[src/rtl/response_arbiter_pkg.sv]
`default_nettype none
// ============================================================================
// Module      : response_arbiter_pkg
// Description : Shared types and constants for the response arbiter and the
//               downstream frame transmitter (FSM state encoding, framing
//               bytes, default frame length).
// Revision    : 1.0 - initial release
// ============================================================================
package response_arbiter_pkg;

  typedef enum logic [1:0] {
    IDLE       = 2'd0,
    LOAD       = 2'd1,
    WAIT_START = 2'd2,
    SEND       = 2'd3
  } state_t;

  localparam logic [7:0] PREAMBLE            = 8'h4D;
  localparam logic [7:0] CR                  = 8'h0D;
  localparam logic [7:0] LF                  = 8'h0A;
  localparam int         FRAME_BYTES_DEFAULT = 7;

endpackage : response_arbiter_pkg
`default_nettype wire

[src/rtl/response_arbiter_rr_select.sv]
`default_nettype none
// ============================================================================
// Module      : rr_select
// Description : Combinational round-robin winner selection. The search
//               starts at index ptr+1 (mod N_REQ) and wraps around, so the
//               requester at ptr has the lowest priority.
// Ports       : req     - request vector, one bit per requester
//               ptr     - index of the previously served requester
//               winner  - index of the selected requester (0 when none)
//               any_req - at least one request bit is set
// Revision    : 1.0 - initial release
// ============================================================================
module rr_select #(
  parameter int N_REQ = 4,
  parameter int GW    = (N_REQ > 1) ? $clog2(N_REQ) : 1
) (
  input  logic [N_REQ-1:0] req,
  input  logic [GW-1:0]    ptr,
  output logic [GW-1:0]    winner,
  output logic             any_req
);

  logic [GW-1:0] cand;

  // Scan from the farthest candidate down to the nearest so that the
  // candidate closest to ptr+1 is the last one written and therefore wins.
  always_comb begin
    winner  = '0;
    cand    = '0;
    any_req = |req;
    for (int i = N_REQ; i >= 1; i--) begin
      cand = GW'((int'(ptr) + i) % N_REQ);
      if (req[cand]) begin
        winner = cand;
      end
    end
  end

endmodule : rr_select
`default_nettype wire

[src/rtl/response_arbiter.sv]
`default_nettype none
// ============================================================================
// Module      : response_arbiter
// Description : Round-robin arbiter that accepts 16-bit read responses from
//               N_REQ requesters and hands them one at a time to a frame
//               transmitter, waiting for the whole FRAME_BYTES-byte frame to
//               be consumed before accepting the next response.
// Ports       : clk, rst      - clock, asynchronous active-high reset
//               req_valid_i   - per-requester response-valid flags
//               req_data_i    - packed responses, 16 bits per requester
//               req_ready_o   - one-cycle accept pulse for the winner
//               rdata_o       - latched response for the transmitter
//               rw_o          - always 0 (read response)
//               valid_o       - one-cycle start strobe to the transmitter
//               tx_valid_i    - transmitter byte-valid
//               tx_ready_i    - byte-sink ready
//               grant_o       - index of the requester being served
//               busy_o        - high whenever the FSM is not IDLE
// Revision    : 1.0 - initial release
// ============================================================================
module response_arbiter
  import response_arbiter_pkg::*;
#(
  parameter int N_REQ       = 4,
  parameter int FRAME_BYTES = FRAME_BYTES_DEFAULT
) (
  input  logic                       clk,
  input  logic                       rst,
  input  logic [N_REQ-1:0]           req_valid_i,
  input  logic [16*N_REQ-1:0]        req_data_i,
  output logic [N_REQ-1:0]           req_ready_o,
  output logic [15:0]                rdata_o,
  output logic                       rw_o,
  output logic                       valid_o,
  input  logic                       tx_valid_i,
  input  logic                       tx_ready_i,
  output logic [$clog2(N_REQ)-1:0]   grant_o,
  output logic                       busy_o
);

  localparam int GW = $clog2(N_REQ);
  localparam int CW = $clog2(FRAME_BYTES + 1);

  state_t         state;
  state_t         state_nxt;
  logic [GW-1:0]  ptr;
  logic [GW-1:0]  winner;
  logic           any_req;
  logic [CW-1:0]  byte_cnt;
  logic           byte_fire;
  logic           last_byte;

  rr_select #(
    .N_REQ (N_REQ),
    .GW    (GW)
  ) u_rr_select (
    .req     (req_valid_i),
    .ptr     (ptr),
    .winner  (winner),
    .any_req (any_req)
  );

  // A byte is only consumed while a frame is in flight and both sides agree.
  assign byte_fire = tx_valid_i && tx_ready_i &&
                     ((state == WAIT_START) || (state == SEND));
  assign last_byte = (byte_cnt == CW'(FRAME_BYTES - 1));

  assign valid_o = (state == LOAD);
  assign busy_o  = (state != IDLE);
  assign rw_o    = 1'b0;

  always_ff @(posedge clk or posedge rst) begin
    if (rst) begin
      state <= IDLE;
    end else begin
      state <= state_nxt;
    end
  end

  always_comb begin
    state_nxt = state;
    case (state)
      IDLE: begin
        if (any_req) begin
          state_nxt = LOAD;
        end
      end
      LOAD: begin
        state_nxt = WAIT_START;
      end
      WAIT_START: begin
        // The first byte may already be consumed on the exit cycle; with a
        // one-byte frame that byte also completes the frame.
        if (tx_valid_i) begin
          state_nxt = (byte_fire && last_byte) ? IDLE : SEND;
        end
      end
      SEND: begin
        if (byte_fire && last_byte) begin
          state_nxt = IDLE;
        end
      end
      default: state_nxt = IDLE;
    endcase
  end

  always_ff @(posedge clk or posedge rst) begin
    if (rst) begin
      req_ready_o <= '0;
      rdata_o     <= '0;
      grant_o     <= '0;
      byte_cnt    <= '0;
      ptr         <= GW'(N_REQ - 1);
    end else begin
      req_ready_o <= '0;
      if ((state == IDLE) && any_req) begin
        rdata_o     <= req_data_i[16*winner +: 16];
        grant_o     <= winner;
        req_ready_o <= N_REQ'(1) << winner;
      end
      if (state == LOAD) begin
        byte_cnt <= '0;
      end else if (byte_fire) begin
        if (last_byte) begin
          byte_cnt <= '0;
          ptr      <= grant_o;
        end else begin
          byte_cnt <= byte_cnt + 1'b1;
        end
      end
    end
  end

endmodule : response_arbiter
`default_nettype wire
[config.mk]
export PLATFORM = sky130hd
export DESIGN_NAME = response_arbiter
export DESIGN_NICKNAME = d
export VERILOG_FILES = /design/src/rtl/response_arbiter_pkg.sv /design/src/rtl/response_arbiter_rr_select.sv /design/src/rtl/response_arbiter.sv
export SDC_FILE = /design/constraint.sdc
export NUM_CORES = 1
export LEC_CHECK = 0
export BUFFER_PORTS_ARGS = -buffer_cell sky130_fd_sc_hd__buf_4
export CAP_MARGIN = 20
export CORE_MARGIN = 5
export CORE_UTILIZATION = 44
export DETAILED_ROUTE_END_ITERATION = 7
export PLACE_DENSITY_LB_ADDON = 0.2
export SLEW_MARGIN = 15
export SYNTH_ARGS = -nofsm -noshare
export SYNTH_HDL_FRONTEND = slang
export SYNTH_HIERARCHICAL = 1
export SYNTH_SLANG_ARGS = --single-unit
[constraint.sdc]
create_clock -name clk -period 2.3 [get_ports clk]
set_input_delay 0.345 -clock clk [delete_from_list [all_inputs] [get_ports clk]]
set_output_delay 0.345 -clock clk [all_outputs]
set_load 0.05 [all_outputs]
==> metrics <==
Worst-path clk slew 0.07 ns; sequential area share after synthesis 0.435; routed wire length 4.43 mm; Placer Congestion 0.704; DRT iter0 DRCs 52; Main synth FF type dfrtp_1; Critical Path RT 2.43 ns; final setup vio count 0; sequential share of power 0.352; Clock Latency Late Sink 0.28 ns; Core Region 3660 um^2; Compound-Gate Fraction of Synth Area 0.128; ys async rst share 1.00; EDFF count, synth 0; fin nets 322; leading cell types by count after synthesis mux2i_1 (34), dfrtp_1 (27), nand2_1 (22); Die Wd 71.7 um; crit end category register; count leader, synth mux2i_1; ranking of synthesized cells by area dfrtp_1 (40%), mux2i_1 (20%), o221ai_1 (8.4%); XOR/XNOR share of the synthesized area 0; vias in the first global route 1,571; area delta synth->final 49.5%; reg-to-reg setup timing slack 0.49 ns; Yosys top cell by area dfrtp_1; WL per Instance 14.8 um; unrepaired setup endpoints after global routing false; Detailed Place HPWL 3.46 mm; drt first pass iters 5; CTS root buffer clkbuf_8; gr ovfl total 0; switching pwr 0.649 mW; TritonCTS clock tree yes; Routed Antenna Nets 0; Synth Area in Simple Gates 0.146; Syn Area/Cell 10.9 um^2; crit path DAT 1.94 ns; WS Path Type register to register; status complete, no violations; fillcell total 303; Worst Skew 0.00531 ns; VDD IR max 328 uV; share of the synthesized area in the top cell type 0.404; Hold Buf Count CTS 0; Placement Rows 22; adder-cell share of the synthesized area 0; Tcrit/Tclk final 0.788; Slew @ Worst Pin 0.709 ns; global-route wire length before repair 7.25 mm; worst hold path class input port to async pin; final worst slack 0.488 ns; DIE AREA 5140 um^2; CP Max Fanout 15; post-synthesis mux area share 0.223; switching share of total power 0.337; Post-Synthesis Cell Area 1670 um^2; Comb pwr share 0.386; Synth Warn # 6; io pins 97; die height 71.7 um; Max Cap Viol 0; post-CTS setup buffer count 0; Fin Setup TNS 0 ns; Post-Syn Nets 226; clock share of power 0.261; Place WS 0.496 ns; Synth cell types 33; Fmax achieved 552 MHz; number of remaining DRC errors 0; total leakage power 1.33 nW; Pint 1.28 mW; minimum clock period 1.81 ns; area of the multi-input gates 848 um^2; Synth Instances 154; share of cells above drive strength 1 0.478; final core utilization 0.684; main combinational cell family by area after synthesis multiplexers; Pwr Total 1.93 mW; post-CTS sizing 0; PwrDens 769 nW/um^2; PortBufs 95; Num CTS Buffers 5; Sink Count 29; Starting Density 0.457; Reg area 728 um^2; largest net degree at the start of global routing 21; Max clock buf depth 2; initial antenna violation count 0; #FFs+latches synth 29; via/cell ratio 5.20; Slew Viols, Final 0; Startpoint Class register; Fin. Hold Viols 0; Vias 1,556; H-Tree Depth 2; diode count 0; GRT Overall Usage 0.177; Slew HR 0.527
cell type report:
class,count,area share
repair buffers,99,0.297
clock inverters,2,0.0140
multi-input cells,111,0.339
clock buffers,6,0.0290
well taps,48,0.0240
flip-flops and latches,29,0.291
inverters,4,0.00600
sequential cells by signal (all words and copies together), names as in the netlist:
| register | flops |
|---|---|
| rdata_o | 16 |
| grant_o | 2 |
| req_ready_o | 4 |
| byte_cnt | 3 |
| state | 2 |
| ptr | 2 |
placed cells by master (no fill, tap or decap), types with 2 or more instances in the layout:
master    instances
buf_4            99
mux2i_1          34
dfrtp_1          27
nand2_1          22
o221ai_1         16
nor2_1            8
nand2b_1          5
clkbuf_8          5
inv_1             4
mux2_2            3
a21oi_1           3
o21ai_0           3
dfstp_2           2
worst paths after layout:
kind                                start  cells past startpoint             end
max                                ptr[1]                      6     rdata_o[10]
min                                   rst                      2  req_ready_o[2]
max reg2reg                        ptr[1]                      6     rdata_o[10]
min reg2reg                    rdata_o[9]                      2      rdata_o[9]
max in group asynchronous             rst                      3     rdata_o[10]
min in group clk           req_data_i[33]                      3      rdata_o[1]
power by group through the flow:
stage                     registers, mW  clock network [mW]  logic (mW)
final                             0.679               0.503       0.744
after global routing              0.691               0.537       0.803
after global placement            0.686                   0       0.741
after CTS                         0.678               0.518       0.752
after floorplan                   0.796                   0       0.416
after detailed placement          0.686                   0       0.751
cells by family after synthesis:
logic type,Yosys count
compound gates,27
buf+inv,14
flops,29
mux,37
other cells,1
simple gates,46
critical path: stages, from the launching register on:
cell	delay, ns
dfstp_2	0.58
nand2b_1	0.14
a21oi_2	0.07
o221ai_4	0.17
buf_4	0.30
mux2i_1	0.26
o221ai_1	0.15
through the flow:
stage / area (um^2) / hold WS (ns) / cells
5_1_grt: 2500 / 0.228 / 299
4_1_cts: 2500 / 0.200 / 299
3_5_place_dp: 2390 / 0.474 / 291
3_3_place_gp: 2390 / 0.472 / 291
6_report: 2500 / 0.183 / 299
2_1_floorplan: 1670 / 0.422 / 154
metal layers:
metal / wire (um) / track usage / vias up / part of all wire
met5: 0 / 0 / - / 0
met1: 1740 / 0.216 / 732 / 0.39
met4: 72 / 0.0626 / 0 / 0.016
met2: 2160 / 0.284 / 64 / 0.49
li1: - / - / 751 / -
met3: 457 / 0.0701 / 9 / 0.10
No activity file was read; power rests on OpenSTA's default activity.
